$ cat config.mk
export PLATFORM = sky130hd
export DESIGN_NAME = div_64_seq
export DESIGN_NICKNAME = d
export VERILOG_FILES = /design/src/rtl/div_mul_pkg.sv /design/src/rtl/sub_65_kgp.sv /design/src/rtl/div_64_seq.sv
export SDC_FILE = /design/constraint.sdc
export NUM_CORES = 2
export LEC_CHECK = 0
export CAP_MARGIN = 40
export CORE_MARGIN = 2
export CORE_UTILIZATION = 60
export CTS_BUF_LIST = sky130_fd_sc_hd__clkbuf_2
export DETAILED_ROUTE_END_ITERATION = 10
export GPL_TIMING_DRIVEN = 0
export PLACE_DENSITY = 0.83
export SKIP_LAST_GASP = 1
export SLEW_MARGIN = 30
export SYNTH_ARGS = -nofsm -noshare
export SYNTH_HDL_FRONTEND = slang
export SYNTH_SLANG_ARGS = --single-unit
$ cat constraint.sdc
create_clock -name clk -period 5.8 [get_ports clk]
set_clock_uncertainty 0.05 [all_clocks]
set_input_delay 1.45 -clock clk [delete_from_list [all_inputs] [get_ports clk]]
set_output_delay 1.45 -clock clk [all_outputs]
set_load 0.1 [all_outputs]
$ cat src/rtl/div_mul_pkg.sv
// Shared definitions for the MUL/DIV execution slot: kgp carry encodings,
// divider FSM states and the prefix-combine cell.
package div_mul_pkg;

    localparam int DIV_WIDTH = 64;

    localparam logic [1:0] KGP_KILL = 2'b00;
    localparam logic [1:0] KGP_PROP = 2'b01;
    localparam logic [1:0] KGP_GEN  = 2'b11;

    typedef enum logic [2:0] {
        IDLE,
        CALC,
        FIX,
        ZERO,
        DONE
    } div_state_e;

    // Parallel-prefix cell: a propagating upper group passes the lower group's status.
    function automatic logic [1:0] kgp_combine(input logic [1:0] hi, input logic [1:0] lo);
        return (hi == KGP_PROP) ? lo : hi;
    endfunction

endpackage

$ cat src/rtl/sub_65_kgp.sv
// Combinational W-bit subtractor a - b, evaluated as a + ~b + 1 through a
// Kogge-Stone kgp prefix network; borrow is the inverted carry out.
module sub_65_kgp
    import div_mul_pkg::*;
#(
    parameter int W = DIV_WIDTH + 1
) (
    input  logic [W-1:0] a_i,
    input  logic [W-1:0] b_i,
    output logic [W-1:0] diff_o,
    output logic         borrow_o
);

    // Element 0 of the prefix vector is the constant carry-in, so NE = W + 1.
    localparam int NE = W + 1;
    localparam int LV = $clog2(NE);

    logic [W-1:0]         bn;
    logic [W-1:0]         prop;
    logic [NE-1:0][1:0]   kgp_init;
    logic [NE-1:0][1:0]   pre_d;
    logic [NE-1:0][1:0]   cur_d;
    logic [NE-1:0][1:0]   nxt_d;
    logic [NE-1:0]        carry;

    assign bn          = ~b_i;
    assign prop        = a_i ^ bn;
    assign kgp_init[0] = KGP_GEN;

    genvar gi;
    generate
        for (gi = 0; gi < W; gi++) begin : g_bit
            assign kgp_init[gi+1] = (a_i[gi] & bn[gi]) ? KGP_GEN :
                                    (prop[gi] ? KGP_PROP : KGP_KILL);
        end
        for (gi = 0; gi < NE; gi++) begin : g_carry
            assign carry[gi] = (pre_d[gi] == KGP_GEN);
        end
        for (gi = 0; gi < W; gi++) begin : g_diff
            assign diff_o[gi] = prop[gi] ^ carry[gi];
        end
    endgenerate

    always_comb begin
        cur_d = kgp_init;
        nxt_d = kgp_init;
        for (int l = 0; l < LV; l++) begin
            nxt_d = cur_d;
            for (int j = 0; j < NE; j++) begin
                if (j >= (1 << l)) begin
                    nxt_d[j] = kgp_combine(cur_d[j], cur_d[j - (1 << l)]);
                end
            end
            cur_d = nxt_d;
        end
        pre_d = cur_d;
    end

    assign borrow_o = ~carry[W];

endmodule

$ cat src/rtl/div_64_seq.sv
// Iterative restoring divider, one quotient bit per cycle, signed or unsigned,
// with valid/ready handshakes and a single operation in flight.
module div_64_seq
    import div_mul_pkg::*;
#(
    parameter int WIDTH     = DIV_WIDTH,
    parameter bit ZERO_FAST = 1'b1
) (
    input  logic             clk,
    input  logic             rst,
    input  logic             in_valid,
    output logic             in_ready,
    input  logic [WIDTH-1:0] dividend,
    input  logic [WIDTH-1:0] divisor,
    input  logic             is_signed,
    output logic             out_valid,
    input  logic             out_ready,
    output logic [WIDTH-1:0] quotient,
    output logic [WIDTH-1:0] remainder,
    output logic             div_by_zero
);

    localparam int CW = $clog2(WIDTH);

    div_state_e       state_q;
    logic [CW-1:0]    cnt_q;
    logic [WIDTH:0]   r_q;
    logic [WIDTH-1:0] q_q;
    logic [WIDTH-1:0] n_q;
    logic [WIDTH-1:0] d_q;
    logic [WIDTH-1:0] dvd_q;
    logic             neg_quo_q;
    logic             neg_rem_q;
    logic             zero_q;
    logic             out_valid_q;
    logic [WIDTH-1:0] quo_q;
    logic [WIDTH-1:0] rem_q;
    logic             dbz_q;

    logic [WIDTH:0]   r_shift_d;
    logic [WIDTH:0]   trial_d;
    logic             borrow_d;
    logic             a_neg_d;
    logic             b_neg_d;
    logic [WIDTH-1:0] q_fix_d;
    logic [WIDTH-1:0] r_fix_d;

    // R never exceeds the divisor, so its top bit stays clear; folding it in keeps all of R live.
    assign r_shift_d = {r_q[WIDTH-1:0], n_q[WIDTH-1]} | {r_q[WIDTH], {WIDTH{1'b0}}};

    sub_65_kgp #(.W(WIDTH + 1)) u_sub (
        .a_i      (r_shift_d),
        .b_i      ({1'b0, d_q}),
        .diff_o   (trial_d),
        .borrow_o (borrow_d)
    );

    assign a_neg_d = is_signed & dividend[WIDTH-1];
    assign b_neg_d = is_signed & divisor[WIDTH-1];
    assign q_fix_d = neg_quo_q ? -q_q : q_q;
    assign r_fix_d = neg_rem_q ? -r_q[WIDTH-1:0] : r_q[WIDTH-1:0];

    always_ff @(posedge clk) begin
        if (rst) begin
            state_q     <= IDLE;
            cnt_q       <= '0;
            r_q         <= '0;
            q_q         <= '0;
            n_q         <= '0;
            d_q         <= '0;
            dvd_q       <= '0;
            neg_quo_q   <= 1'b0;
            neg_rem_q   <= 1'b0;
            zero_q      <= 1'b0;
            out_valid_q <= 1'b0;
            quo_q       <= '0;
            rem_q       <= '0;
            dbz_q       <= 1'b0;
        end else begin
            case (state_q)
                IDLE: begin
                    if (in_valid) begin
                        n_q       <= a_neg_d ? -dividend : dividend;
                        d_q       <= b_neg_d ? -divisor : divisor;
                        dvd_q     <= dividend;
                        neg_quo_q <= a_neg_d ^ b_neg_d;
                        neg_rem_q <= a_neg_d;
                        zero_q    <= (divisor == '0);
                        r_q       <= '0;
                        q_q       <= '0;
                        cnt_q     <= '0;
                        state_q   <= ((divisor == '0) && ZERO_FAST) ? ZERO : CALC;
                    end
                end
                CALC: begin
                    r_q   <= borrow_d ? r_shift_d : trial_d;
                    q_q   <= {q_q[WIDTH-2:0], ~borrow_d};
                    n_q   <= n_q << 1;
                    cnt_q <= cnt_q + 1'b1;
                    if (cnt_q == CW'(WIDTH - 1)) begin
                        state_q <= FIX;
                    end
                end
                FIX: begin
                    // A zero divisor reports the same result whichever path computed it.
                    quo_q       <= zero_q ? '1 : q_fix_d;
                    rem_q       <= zero_q ? dvd_q : r_fix_d;
                    dbz_q       <= zero_q;
                    out_valid_q <= 1'b1;
                    state_q     <= DONE;
                end
                ZERO: begin
                    quo_q       <= '1;
                    rem_q       <= dvd_q;
                    dbz_q       <= 1'b1;
                    out_valid_q <= 1'b1;
                    state_q     <= DONE;
                end
                DONE: begin
                    if (out_ready) begin
                        out_valid_q <= 1'b0;
                        state_q     <= IDLE;
                    end
                end
                default: state_q <= IDLE;
            endcase
        end
    end

    assign in_ready    = (state_q == IDLE);
    assign out_valid   = out_valid_q;
    assign quotient    = quo_q;
    assign remainder   = rem_q;
    assign div_by_zero = dbz_q;

endmodule
## Word level (Yosys, flattened, before mapping)

Index checks and enable logic that the tools add are counted.

- Bits in registers: 463
- Input bits: 133
- Output and inout port bits: 131
- Word-level logic and storage cells: 1063

- Multiplexer cells: 490
- Reductions and logical operators: 10
- $add $sub $neg: 5
- Equal/unequal tests: 408
- Bitwise logic cells: 136

Operator list:

| operator | count |
|---|---|
| $mux W2 | 401 |
| $eq A2 B1 Y1 const B | 335 |
| $mux W64 | 8 |
| $pmux W64 S2 | 4 |
| $neg A64 Y64 | 4 |
| $eq A2 B2 Y1 const B | 65 |
| $mux W65 | 2 |
| $pmux W65 S2 | 1 |
| $and A1 B1 Y1 | 67 |
| $mux W1 | 66 |
| $not A64 Y65 | 1 |
| $or A65 B65 Y65 | 1 |
| $xor A1 B1 Y1 | 65 |
| $xor A65 B65 Y65 | 1 |
| $logic_not A64 Y1 | 1 |
| $pmux W3 S4 | 1 |
| $pmux W6 S2 | 1 |
| $mux W3 | 3 |
| $add A6 B1 Y6 const B | 1 |
| $eq A3 B2 Y1 const B | 2 |
| $eq A6 B6 Y1 const B | 1 |
| $mux W6 | 1 |
| $ne A2 B2 Y1 const B | 3 |
| $reduce_and A2 Y1 | 3 |
| 8 further kinds | 11 |

## Depth between registers and ports, before layout

- Word-level depth: 22
- Mapped depth: 15

## Modules after synthesis

From an unflattened synthesis, not the netlist that was laid out.

- Cells, all modules: 3841
- Area total of the unflattened synthesis: 29819.8 um^2

By module, submodules not included:

| module | cells each | area an instance (um^2) | instances |
|---|---|---|---|
| div_64_seq | 3016 | 23896.7 | 1 |
| sub_65_kgp | 825 | 5923.2 | 1 |

## Worst setup path after synthesis

OpenSTA, ideal clock, no wires.

- Path type: in2reg
- From: input port divisor[0]
- To: register d_q[62]
- Slack: 1.315 ns
- Path buffers: 0
- Required time: 5.623 ns
- Stages: 12
- Setup time: 0.127 ns
- Arrival: 4.308 ns
- Path through: inv_1 -> ha_1 -> or3b_2 -> nor4b_1 -> nand4_1 -> nor2_1 -> nand2_1 -> o21ai_0 -> o21ai_0 -> a21oi_1 -> xor2_1 -> o21ai_0

- Longest elaborated chain between the ends: 2

RTL lines:

| element | RTL line | RTL |
|---|---|---|
| from (decl) | div_64_seq.sv:14 | `input logic [WIDTH-1:0] divisor,` |
| $neg A64 Y64 | div_64_seq.sv:84 | `d_q <= b_neg_d ? -divisor : divisor;` |
| $mux W64 | div_64_seq.sv:84 |  |
| to (signal assigned) | div_64_seq.sv:84 |  |
| to (decl) | div_64_seq.sv:30 | `logic [WIDTH-1:0] d_q;` |

No other way between the ends.
A chain may end at the register's enable or synchronous reset.

## Worst setup path after layout

- From: register r_q[1]
- To: register r_q[59]

- Longest elaborated chain between the ends: 16

RTL lines:

| element | RTL line | RTL |
|---|---|---|
| from (decl) | div_64_seq.sv:27 | `logic [WIDTH:0] r_q;` |
| from (signal assigned) | div_64_seq.sv:96 | `r_q <= borrow_d ? r_shift_d : trial_d;` |
| $or A65 B65 Y65 (*) | div_64_seq.sv:49 | `assign r_shift_d = {r_q[WIDTH-1:0], n_q[WIDTH-1]} \| {r_q[WIDTH], {WIDTH{1'b0}}};` |
| $xor A65 B65 Y65 | sub_65_kgp.sv:27 | `assign prop = a_i ^ bn;` |
| $mux W1 | sub_65_kgp.sv:34 | `(prop[gi] ? KGP_PROP : KGP_KILL);` |
| $mux W2 (*) | sub_65_kgp.sv:33 | `assign kgp_init[gi+1] = (a_i[gi] & bn[gi]) ? KGP_GEN :` |
| $eq A2 B1 Y1 | div_mul_pkg.sv:21 | `return (hi == KGP_PROP) ? lo : hi;` |
| $mux W2 (*) | div_mul_pkg.sv:21 |  |
| $mux W2 (5 in series) | div_mul_pkg.sv:21 |  |
| $eq A2 B1 Y1 | div_mul_pkg.sv:21 |  |
| $mux W2 | div_mul_pkg.sv:21 |  |
| $eq A2 B2 Y1 | sub_65_kgp.sv:37 | `assign carry[gi] = (pre_d[gi] == KGP_GEN);` |
| $mux W65 (*) | div_64_seq.sv:96 |  |
| $pmux W65 S2 (*) | div_64_seq.sv:80 | `case (state_q)` |

Every way passes the cells marked *; elsewhere a longest branch is shown, timed or not.

==> flow_metrics.py <==
metrics = {
    "synth": {
        "synth_top_flop_cell": "dfxtp_1",
        "synth-compound-area-share_pct": 24.6,
        "synth_most_common_cell": "nand2_1",
        "syn_nets": 4070,
        "synthArstFlopShare_pct": 0,
        "yosysTopAreaCell": "dfxtp_1",
        "synth_top_area_share_pct": 31.3,
        "yosys.area_share.adder_pct": 6.56,
        "avgSynthCellArea_um2": 7.82,
        "synthMuxAreaShare_pct": 5.49,
        "synth_top_family_by_area": "compound AO/OA/AOI/OAI gates",
        "synth_common_cells": "nand2_1 (475), dfxtp_1 (463), a21oi_1 (364)",
        "ys_seq_elements": 463,
        "syn_area_um2": 29600,
        "netlist_top_cells_area": "dfxtp_1 (31%), ha_1 (6.6%), a21oi_1 (6.2%), nand2_1 (6.0%), xnor2_1 (4.4%)",
        "synth_edf_count": 0,
        "ys_types": 74,
        "seq_area_frac_synth_pct": 31.3,
        "synth-simple-area-share_pct": 18.1,
        "synthCells": 3782,
        "synth-xor-area-share_pct": 8.50,
        "ys_warn_count": 0,
    },
    "global_route": {
        "grt_remaining_overflow": 0,
        "track_usage_pct": 44.2,
        "grt_pass1_vias": 30946,
        "antenna_found_initial": 14,
        "use_met1_pct": 55.3,
        "grt_pass1_wl_mm": 174,
        "top_usage_layer": "met2",
        "grt_util_met2_pct": 66.5,
        "grt_max_degree": 18,
        "grt.met3_usage_pct": 12.6,
    },
    "setup_path": {
        "crit_arrival_ns": 6.69,
        "crit_path_top_delay_cell": "clkbuf_1",
        "cp_slowest_stage_delay_ns": 0.65,
        "r2r_slack_ns": 0.20,
        "start_kind": "register",
        "critPathMostFrequentCell": "o21ai_0",
        "critPathMaxFanout": 10,
        "critPathKind": "register to register",
        "crit_chain": "inv_1, ha_1, mux2_2, a211oi_1, o21ai_0, o21ai_0, o21ai_0, nand3_1, a31oi_2, a21oi_2, clkbuf_1, clkbuf_1, o21ai_0, a221oi_1",
        "endpoint_kind": "register",
        "critPathRequiredTime_ns": 6.88,
    },
    "sta": {
        "layout_setup_ws_ns": 0.199,
        "finalHoldViolCount": 0,
        "maxSlewViolCount": 0,
        "relSlewSlack_pct": 36.4,
        "rsz0062_at_grt": "no",
        "min_period_ns": 5.60,
        "min_period_over_period_pct": 96.6,
        "worst_pin_slew_ns": 0.953,
        "finalSetupViolCount": 0,
        "max_freq_ghz": 0.179,
    },
    "power_and_ir_drop": {
        "power.share.sequential_pct": 31.6,
        "combPwrFrac_pct": 49.0,
        "power_leakage_nw": 13.7,
        "clockPowerShare_pct": 19.4,
        "vdd_drop_max_mv": 0.215,
        "p_per_area_nw_per_um2": 327,
        "finalPower_mw": 11.9,
        "p_sw_mw": 5.65,
        "swShare_pct": 47.4,
        "intPower_mw": 6.27,
    },
    "cells_and_area": {
        "fillers": 3753,
        "final_util_pct": 74.7,
        "fin_nets": 4603,
        "area_growth_pct": 23.2,
        "final_cell_area_um2": 36400,
        "drive_above_1_share_pct": 9.76,
    },
    "placed_design": {
        "hpwl_mm": 90.1,
        "place_area_um2": 35200,
        "gp_congestion": 1.00,
        "pre_cts_slack_ns": -0.0358,
        "io_buffers": 262,
    },
    "routing": {
        "route.detailed.drc": 0,
        "routedWlPerCell_um": 22.9,
        "first_pass_iters": 9,
        "drtIter0Drc": 4230,
        "ant_nets": 0,
        "vias_per_cell": 6.47,
        "totalWireLength_mm": 117,
        "vias": 32881,
    },
    "cts": {
        "h-tree-depth": 3,
        "clk_pin_slew_ns": 0.10,
        "clock_sinks": 463,
        "cts_hold_buf": 0,
        "cts_tree": "yes",
        "cts_resized": 0,
        "numCtsBuffers": 117,
        "cts_root_buf": "clkbuf_2",
        "clk_latency_ns": 1.28,
        "clock_path_buffers": 3,
        "cts_setup_buffers": 0,
    },
    "die": {
        "die_x_um": 226,
        "die_y_um": 226,
        "dieArea_um2": 51100,
        "rows": 81,
        "coreArea_um2": 48700,
        "io_pins": 264,
        "start_util_pct": 60.7,
    },
    "run_status": {
        "outcome": "complete, no violations",
    },
    "worst_hold_path": {
        "hp-class": "register to register",
    },
    "flow_run": {
        "maxCapViolCount": 0,
    },
}
registers in the layout, summed over array words and instances (netlist names):
| signal | cells |
|---|---|
| quotient | 64 |
| cnt_q | 6 |
| n_q | 64 |
| neg_rem_q | 1 |
| q_q | 64 |
| zero_q | 1 |
| div_by_zero | 1 |
| neg_quo_q | 1 |
| state_q | 3 |
| r_q | 65 |
| dvd_q | 64 |
| d_q | 64 |
| out_valid | 1 |
| remainder | 64 |
worst paths after layout:
check | start | end | depth (start not counted)
worst max-delay path | r_q[1]$_SDFFE_PP0P_ | r_q[59]$_SDFFE_PP0P_ | 14
worst min-delay path | remainder[40]$_SDFFE_PP0P_ | remainder[40]$_SDFFE_PP0P_ | 2
worst max register to register | r_q[1]$_SDFFE_PP0P_ | r_q[59]$_SDFFE_PP0P_ | 14
worst min register to register | remainder[40]$_SDFFE_PP0P_ | remainder[40]$_SDFFE_PP0P_ | 2
worst max-delay path, delay by kind of cell, from the launching register on:
kind	cells	cell delay, ns
fa+ha+maj	1	0.38
simple gates	1	0.28
flops	1	0.48
buf+inv	3	1.39
compound gates	8	2.58
mux	1	0.38
final cells by class:
| cell class | count | area (um2) | share of cell area, % |
|---|---|---|---|
| clock inverters | 47 | 234 | 0.642 |
| inverters | 172 | 646 | 1.77 |
| clock buffers | 163 | 816 | 2.24 |
| repair buffers | 414 | 4900 | 13.5 |
| flip-flops and latches | 463 | 9270 | 25.4 |
| plain buffers | 255 | 963 | 2.64 |
| well taps | 664 | 831 | 2.28 |
| multi-input cells | 2892 | 18700 | 51.4 |
| diodes | 16 | 40.0 | 0.110 |
kinds of logic after synthesis:
group / count (synthesis)
AOI/OAI and AO/OA: 1115
xor gates and xnor gates: 287
muxes: 155
adders and majority gates: 155
and+or+nand+nor: 1180
buffers and inverters: 427
DFF: 463
per-layer routing:
metal / vias up / wire length (um)
li1: 14755 / -
met1: 15344 / 44200
met2: 2272 / 49800
met3: 508 / 14400
met4: 2 / 8300
met5: - / 13
power by group through the flow:
stage / clock [mW] / sequential (mW) / combinational [mW]
after floorplan: 0 / 3.93 / 3.63
after global placement: 0 / 3.81 / 5.35
after detailed placement: 0 / 3.81 / 5.57
after CTS: 2.28 / 3.74 / 5.61
after global routing: 2.44 / 3.77 / 6.25
final: 2.31 / 3.76 / 5.84
layout by cell type, fill, tap and decap left out, drive strengths merged, types with 148 or more instances in the layout:
| cell | Yosys | layout |
|---|---|---|
| clkdlybuf4s50 | 0 | 262 |
| o21ai | 170 | 170 |
| inv | 172 | 174 |
| nor2 | 292 | 292 |
| nand3 | 151 | 151 |
| clkbuf | 238 | 404 |
| ha | 155 | 155 |
| dfxtp | 463 | 463 |
| a21oi | 364 | 364 |
| xnor2 | 148 | 148 |
| nand2 | 475 | 475 |
| buf | 17 | 165 |
through the flow:
| stage | instances | setup TNS [ns] | hold slack (ns) |
|---|---|---|---|
| finish | 5086 | 0 | 0.406 |
| global route | 5083 | 0 | 0.434 |
| CTS | 5060 | 0 | 0.407 |
| detailed placement | 4850 | -0.0358 | 0.396 |
| global placement | 4708 | -3.86 | 0.390 |
| floorplan | 3782 | 0 | 0.382 |
Note: power is estimated with default switching activity, not from simulation.
